--- config.mk ---
export PLATFORM = sky130hd
export DESIGN_NAME = memory_responder
export DESIGN_NICKNAME = d
export VERILOG_FILES = /design/src/rtl/memory_responder.sv
export SDC_FILE = /design/constraint.sdc
export NUM_CORES = 2
export LEC_CHECK = 0
export BUFFER_PORTS_ARGS = -buffer_cell sky130_fd_sc_hd__buf_2
export CAP_MARGIN = 20
export CORE_MARGIN = 5
export CORE_UTILIZATION = 35
export DETAILED_ROUTE_END_ITERATION = 10
export SLEW_MARGIN = 30
export SYNTH_ARGS = -nofsm -noshare
export SYNTH_HDL_FRONTEND = slang
export SYNTH_SLANG_ARGS = --single-unit
--- constraint.sdc ---
create_clock -name clk -period 13.8 [get_ports clk]
set_clock_uncertainty 0.15 [all_clocks]
set_input_delay 2.07 -clock clk [delete_from_list [all_inputs] [get_ports clk]]
set_output_delay 2.07 -clock clk [all_outputs]
set_load 0.03 [all_outputs]
--- src/rtl/memory_responder.sv ---
// Single-port memory shared by a CPU bus and a program-load burst engine.
// Define MEM_WP_EN to discard CPU writes to 0x00-0x7F and flag them on wp_err.
module memory_responder #(
    parameter int word_size = 8,
    parameter int mem_depth = 256
) (
    input  logic                 clk,
    input  logic                 rst,
    input  logic                 Load_Add_R,
    input  logic [word_size-1:0] bus2_addr,
    input  logic                 write,
    input  logic [word_size-1:0] bus1_data,
    output logic [word_size-1:0] mem_word,
    input  logic                 ld_start,
    input  logic [word_size-1:0] ld_len,
    input  logic                 ld_valid,
    input  logic [word_size-1:0] ld_data,
    output logic                 ld_ready,
    output logic                 cpu_hold,
    output logic                 ld_done,
    output logic                 wp_err
);

    localparam int AW  = (mem_depth > 1) ? $clog2(mem_depth) : 1;
    localparam int CLW = $clog2(mem_depth + 1);
    localparam int CW  = (CLW > word_size) ? CLW : word_size;

    typedef enum logic [1:0] {IDLE, LOAD, DONE} state_t;

    state_t               state, state_nxt;
    logic [word_size-1:0] mem [mem_depth];
    logic [word_size-1:0] addr_reg;
    logic [AW-1:0]        ptr;
    logic [AW-1:0]        cpu_idx;
    logic [CW-1:0]        cnt;
    logic                 accept;
    logic                 last;
    logic                 cpu_we;
    logic                 wp_hit;

    function automatic logic [AW-1:0] wrap_addr(input logic [word_size-1:0] a);
        logic [31:0] t;
        t = 32'(a) % 32'(mem_depth);
        return t[AW-1:0];
    endfunction

    assign cpu_idx  = wrap_addr(addr_reg);
    assign mem_word = mem[cpu_idx];

    assign ld_ready = (state == LOAD);
    assign ld_done  = (state == DONE);
    assign cpu_hold = (state != IDLE);
    assign accept   = (state == LOAD) && ld_valid;
    assign last     = (cnt == CW'(1));

`ifdef MEM_WP_EN
    assign wp_hit = (32'(cpu_idx) < 32'h80);
`else
    assign wp_hit = 1'b0;
`endif

    // Gating on rst keeps a CPU write from landing while reset is held.
    assign cpu_we = rst && !cpu_hold && write && !wp_hit;

    always_ff @(posedge clk or negedge rst) begin
        if (!rst) state <= IDLE;
        else      state <= state_nxt;
    end

    always_comb begin
        state_nxt = state;
        case (state)
            IDLE:    if (ld_start) state_nxt = LOAD;
            LOAD:    if (accept && last) state_nxt = DONE;
            DONE:    state_nxt = IDLE;
            default: state_nxt = IDLE;
        endcase
    end

    // A zero length means a full-memory burst.
    always_ff @(posedge clk or negedge rst) begin
        if (!rst) begin
            ptr <= '0;
            cnt <= '0;
        end else if (state == IDLE && ld_start) begin
            ptr <= '0;
            cnt <= (ld_len == '0) ? CW'(mem_depth) : CW'(ld_len);
        end else if (accept) begin
            ptr <= (ptr == AW'(mem_depth - 1)) ? '0 : ptr + AW'(1);
            cnt <= cnt - CW'(1);
        end
    end

    always_ff @(posedge clk or negedge rst) begin
        if (!rst)                       addr_reg <= '0;
        else if (!cpu_hold && Load_Add_R) addr_reg <= bus2_addr;
    end

    // Storage has no reset; loader and CPU are mutually exclusive via cpu_hold.
    always_ff @(posedge clk) begin
        if (accept)      mem[ptr]     <= ld_data;
        else if (cpu_we) mem[cpu_idx] <= bus1_data;
    end

`ifdef MEM_WP_EN
    always_ff @(posedge clk or negedge rst) begin
        if (!rst)                                     wp_err <= 1'b0;
        else if (!cpu_hold && write && wp_hit)        wp_err <= 1'b1;
    end
`else
    assign wp_err = 1'b0;
`endif

endmodule

**Word-level counts from Yosys, hierarchy flattened**

Memory sizes are Yosys's and may differ from the RTL's.
Index checks and enable logic that the tools add are counted.

- Add/subtract/negate cells: 2
- Eq/ne operators: 6
- Muxes and demuxes: 17
- Reductions and logical operators: 13

Operators by type and width:

| cell | count |
|---|---|
| 8-bit 2-to-1 mux | 5 |
| 9-bit 2-to-1 mux | 3 |
| 9-bit by 1-bit equality test with 1-bit output (second input constant) | 1 |
| 9-bit by 1-bit subtractor with 9-bit output (second input constant) | 1 |
| 8-bit by 1-bit adder with 8-bit output (second input constant) | 1 |
| 8-bit equality test (second input constant) | 1 |
| 8-bit logical NOT | 1 |
| 8-bit OR reduction | 1 |
| 1-bit logical AND | 6 |
| 1-bit 2-to-1 mux | 6 |
| 2-bit 2-to-1 mux | 2 |
| 2-bit case mux with 2 select lines | 1 |
| 2-bit nonzero test | 2 |
| 2-bit by 1-bit equality test with 1-bit output (second input constant) | 1 |
| 2-bit equality test (second input constant) | 1 |
| 2-bit logical NOT | 1 |
| 2-bit by 1-bit != test with 1-bit output (second input constant) | 1 |
| 2-bit != test (second input constant) | 1 |
| 2-bit AND reduction | 1 |
| 1-bit logical NOT | 1 |

- Register bits: 27
- RAM bits: 2048
- Bits of input ports: 38
- Output and inout bits: 12
- Memories kept: 1

Memories:

| name | words | bits a word | read ports | clocked after memory_dff | write ports | RTL line | source |
|---|---|---|---|---|---|---|---|
| mem | 256 | 8 | 1 | 0 | 1 | 31 | `logic [word_size-1:0] mem [mem_depth];` |

**Logic depth before layout (Yosys ltp)**

- Word-level depth: 9
- Mapped depth: 12

**Worst setup path after synthesis**

No wires, ideal clock.

- Kind: input-to-reg
- From: input port write
- To: memory mem[0][0], data pin
- Data arrival time: 5.729 ns
- Data required time: 12.825 ns
- Setup slack: 7.097 ns
- Stages: 5
- Path buffers: 2
- Path through: and3_1 > buf_2 > buf_2 > nand2_1 > nand2_1

- Longest elaborated chain between the ends: 6

RTL lines:

| what | RTL line | source |
|---|---|---|
| from (decl) | 11 | `input logic write,` |
| 1-bit logical AND | 63 | `assign cpu_we = rst && !cpu_hold && write && !wp_hit;` |
| 1-bit 2-to-1 mux | 102 | `else if (cpu_we) mem[cpu_idx] <= bus1_data;` |
| 1-bit 2-to-1 mux | 101 | `if (accept) mem[ptr] <= ld_data;` |
| 1-bit 2-to-1 mux (not written as such) | 102 |  |
| 8-bit OR reduction (no source line) | n/a |  |
| 8-bit 2-to-1 mux (no source line) | n/a |  |
| to (decl) | 31 |  |

Every way passes these cells.

**Worst setup path in the final report**

- From: register addr_reg[1]
- To: output port mem_word[0]

- Longest elaborated chain between the ends: 1

RTL lines:

| what | RTL line | source |
|---|---|---|
| from (decl) | 32 | `logic [word_size-1:0] addr_reg;` |
| from (signal assigned) | 96 | `else if (!cpu_hold && Load_Add_R) addr_reg <= bus2_addr;` |
| memory read 256 x 8 bit | n/a |  |
| to (decl) | 13 | `output logic [word_size-1:0] mem_word,` |

Every way passes these cells.

==> impl_metrics.env <==
export IMPL_synth_area_um2=81600
export IMPL_status="complete, no violations"
export IMPL_grt_antenna_before_repair=11
export IMPL_power_per_cell_area_nw_per_um2=194
export IMPL_detailedPlace_worstSlack_ns=5.88
export IMPL_initial_core_util_pct=35.1
export IMPL_critical_path_depth=10
export IMPL_synth_largest_type_area_fraction_pct=75.4
export IMPL_cell_breakdown_of_the_critical_path="buf_12 > buf_4 > buf_4 > mux4_2 > a22o_1 > a221oi_1 > o22ai_1 > a211oi_2 > nor4_2 > buf_2"
export IMPL_critPathLaunch="addr_reg[1]$_DFFE_PN0P_"
export IMPL_top_register="mem"
export IMPL_area_growth_syn_to_layout_pct=12.0
export IMPL_crit_arrival_ns=6.29
export IMPL_final_wtd_congestion=0.840
export IMPL_netlist_instances=3926
export IMPL_hpwl_um=126000
export IMPL_count_of_filler_cells_inserted_in_the_layout=20483
export IMPL_hold_path_cell_count=2
export IMPL_synth_top_cell_by_area="sky130_fd_sc_hd__edfxtp_1"
export IMPL_hold_end="cnt[1]$_DFFE_PN0P_"
export IMPL_grt_overflow_total=0
export IMPL_slew_violations=0
export IMPL_post_drt_via_cell_ratio=5.54
export IMPL_tritoncts="yes"
export IMPL_ports_placed_on_the_boundary=50
export IMPL_synth_top_cells_by_area="sky130_fd_sc_hd__edfxtp_1, sky130_fd_sc_hd__mux4_2, sky130_fd_sc_hd__mux4_1, sky130_fd_sc_hd__mux2i_1, sky130_fd_sc_hd__nor2_1"
export IMPL_grt_start_max_net_pins=209
export IMPL_synth_avg_cell_area_um2=20.8
export IMPL_drv_max_cap_violation_count=0
export IMPL_total_power_mw=17.8
export IMPL_rsz0062_at_grt="no"
export IMPL_cts_repair_resized=0
export IMPL_chipHeight_um=493
export IMPL_synth_seq_cells=2075
export IMPL_post_route_period_util_pct=61.6
export IMPL_r2r_start="addr_reg[3]$_DFFE_PN0P_"
export IMPL_critical_path_n_buffers_inverters=4
export IMPL_slew_headroom_pct=29.0
export IMPL_clock_latency_ns=0.83
export IMPL_detail_route_wl_per_cell_um=28.7
export IMPL_dp_cells=6870
export IMPL_cts_made_buffers=199
export IMPL_cts_hold_buffers_added=0
export IMPL_detailedRoute_firstPassIterationCount=6
export IMPL_fin_tns_setup_ns=0
export IMPL_largest_stage_delay_worst_path_ns=0.71
export IMPL_cp_max_fo=118
export IMPL_global_route_usage_total_pct=16.8
export IMPL_fp_dieW_um=493
export IMPL_floorplan_die_area_um2=243000
export IMPL_final_core_util_pct=39.4
export IMPL_timing_critical_path_mode_cell="sky130_fd_sc_hd__buf_4"
export IMPL_detailed_route_wire_length_um=207000
export IMPL_core_um2=232000
export IMPL_final_setup_viol_count=0
export IMPL_cts_num_sinks=2075
export IMPL_ys_async_sr_fraction_pct=1.30
export IMPL_crit_path_start_kind="flip-flop"
export IMPL_path_class="flip-flop to output pin"
export IMPL_clock_tree_htree_level_count=4
export IMPL_critPathSlowestCell="sky130_fd_sc_hd__dfrtp_4"
export IMPL_hold_class="flip-flop to flip-flop"
export IMPL_cp_data_required_time_ns=11.58
export IMPL_regToRegEndpoint="mem[76][1]$_DFFE_PP_"
export IMPL_remaining_drc_errors=0
export IMPL_setup_reg_to_reg_worst_slack_ns=8.40
export IMPL_vdd_drop_max_mv=0.145
export IMPL_synthesis_nets=3967
export IMPL_post_route_min_period_ns=8.51
export IMPL_leakagePower_nw=28.1
export IMPL_least_setup_slack_across_all_paths_after_layout_ns=5.29
export IMPL_clk_pin_slew_worst_paths_ns=0.06
export IMPL_reg_top3="mem x2048, cnt x9"
export IMPL_synthMostInstantiatedCell="sky130_fd_sc_hd__edfxtp_1"
export IMPL_endpoints_failing_hold=0
export IMPL_cell_class_contributing_the_biggest_share_of_worst_path_delay="buffers and inverters"
export IMPL_dr_total_vias=40061
export IMPL_library_cell_used_as_clock_root_buffer="sky130_fd_sc_hd__clkbuf_16"
export IMPL_yosysSeqAreaShare_pct=76.2
export IMPL_synth_commonest_cells="sky130_fd_sc_hd__edfxtp_1, sky130_fd_sc_hd__mux4_2, sky130_fd_sc_hd__nor2_1"
export IMPL_synth_enable_flop_cells=2048
export IMPL_post_route_cells_drive_above_1_share_pct=21.8
export IMPL_yosys_cell_types=71
export IMPL_placement_rows=177
export IMPL_worst_r2r_cell_count=8
export IMPL_timing_critical_path_to_type="output pin"
export IMPL_synthesis_yosys_warnings=0
export IMPL_worstMarginPinSlew_ns=1.06
export IMPL_largest_register_ffs=2048
export IMPL_drt_iter0_markers=4583
export IMPL_timing_hold_worst_start="cnt[1]$_DFFE_PN0P_"
export IMPL_stdcell_count=7233
export IMPL_number_of_buffers_added_on_ports=48
export IMPL_ctsLongestPathBuffers=3
export IMPL_route_antenna_remaining_nets=0
export IMPL_ys_flop_type="sky130_fd_sc_hd__edfxtp_1"
export IMPL_postCtsSetupBuffers=0
export IMPL_number_of_global_route_vias_before_repair=40406
export IMPL_layout_nets=4073
export IMPL_grt_first_pass_wirelength_um=299000
export IMPL_max_clock_freq_mhz=118
==> logic make-up (layout without fill, tap and decap cells) <==
group	count (synthesis)	after routing	synth area share (%)
AOI/OAI and AO/OA	399	399	3.50
xor gates and xnor gates	3	3	0.0322
adders and majority gates	3	3	0.0460
buffers and inverters	243	504	2.12
DFF	2075	2075	76.2
muxes	616	616	15.0
other	1	4	0.00459
and+or+nand+nor	586	586	3.11
==> final cells by class <==
cell class	count	area, um2	area share (%)
Timing Repair Buffer	142	1130	1.24
Antenna cell	3	7.51	0.00821
Clock inverter	116	1110	1.21
Sequential cell	2075	62200	68.0
Inverter	6	23.8	0.0260
Tap cell	3043	3810	4.16
Clock buffer	240	5180	5.67
Multi-Input combinational cell	1608	18000	19.7
==> per-layer routing <==
layer	part of all wire (%)	GRT usage, %	routed length [um]
met1	41	23.2	85100
met2	47	26.5	97800
met3	8.4	3.90	17300
met4	3.4	5.54	7060
met5	0.021	0	43
==> worst max-delay path by stage <==
stage | endpoint | slack (ns)
after floorplan | mem[0][0]$_DFFE_PP_ | 7.10
after global placement | mem_word[0] | 5.75
after detailed placement | mem_word[0] | 5.88
after CTS | mem_word[0] | 4.98
after global routing | mem_word[0] | 5.16
final | mem_word[0] | 5.29
==> stage by stage <==
stage | hold WS, ns | instance area (um2)
3_3_place_gp | 0.412 | 84800
2_1_floorplan | 0.392 | 81600
6_report | 0.453 | 91400
5_1_grt | 0.468 | 91400
4_1_cts | 0.453 | 91200
3_5_place_dp | 0.442 | 84900
==> report_power, final <==
part | total (mW) | leakage (nW) | internal (mW) | switching, mW
Sequential | 7.23 | 18.7 | 7.12 | 0.110
Combinational | 5.22 | 6.25 | 1.94 | 3.28
Clock | 5.33 | 3.07 | 2.98 | 2.35
==> layout by cell type (no fill, tap or decap), drive strengths merged, types with 16 or more instances in the layout <==
master  netlist  final
edfxtp     2048   2048
mux4        466    466
nor2        315    315
clkbuf       83    240
buf         150    142
mux2i       139    139
nand2       122    122
clkinv        0     86
a21oi        78     78
o21ai        51     51
a22oi        47     47
nand3        39     39
a22o         39     39
o221ai       34     34
a221oi       31     31
a211oi       28     28
dfrtp        27     27
o22ai        22     22
nor2b        18     18
nor3         17     17
a32oi        17     17
bufinv        0     16
==> worst reg2reg max path, cell delays in order (launching register included) <==
cell,delay [ns]
sky130_fd_sc_hd__dfrtp_2,0.73
sky130_fd_sc_hd__buf_4,0.64
sky130_fd_sc_hd__and2_0,0.86
sky130_fd_sc_hd__buf_4,0.37
sky130_fd_sc_hd__nand2_1,0.07
sky130_fd_sc_hd__o21ai_1,0.32
sky130_fd_sc_hd__nand3_1,0.59
sky130_fd_sc_hd__buf_4,0.46
sky130_fd_sc_hd__nor2_1,0.81
(Power assumes the default switching activity.)
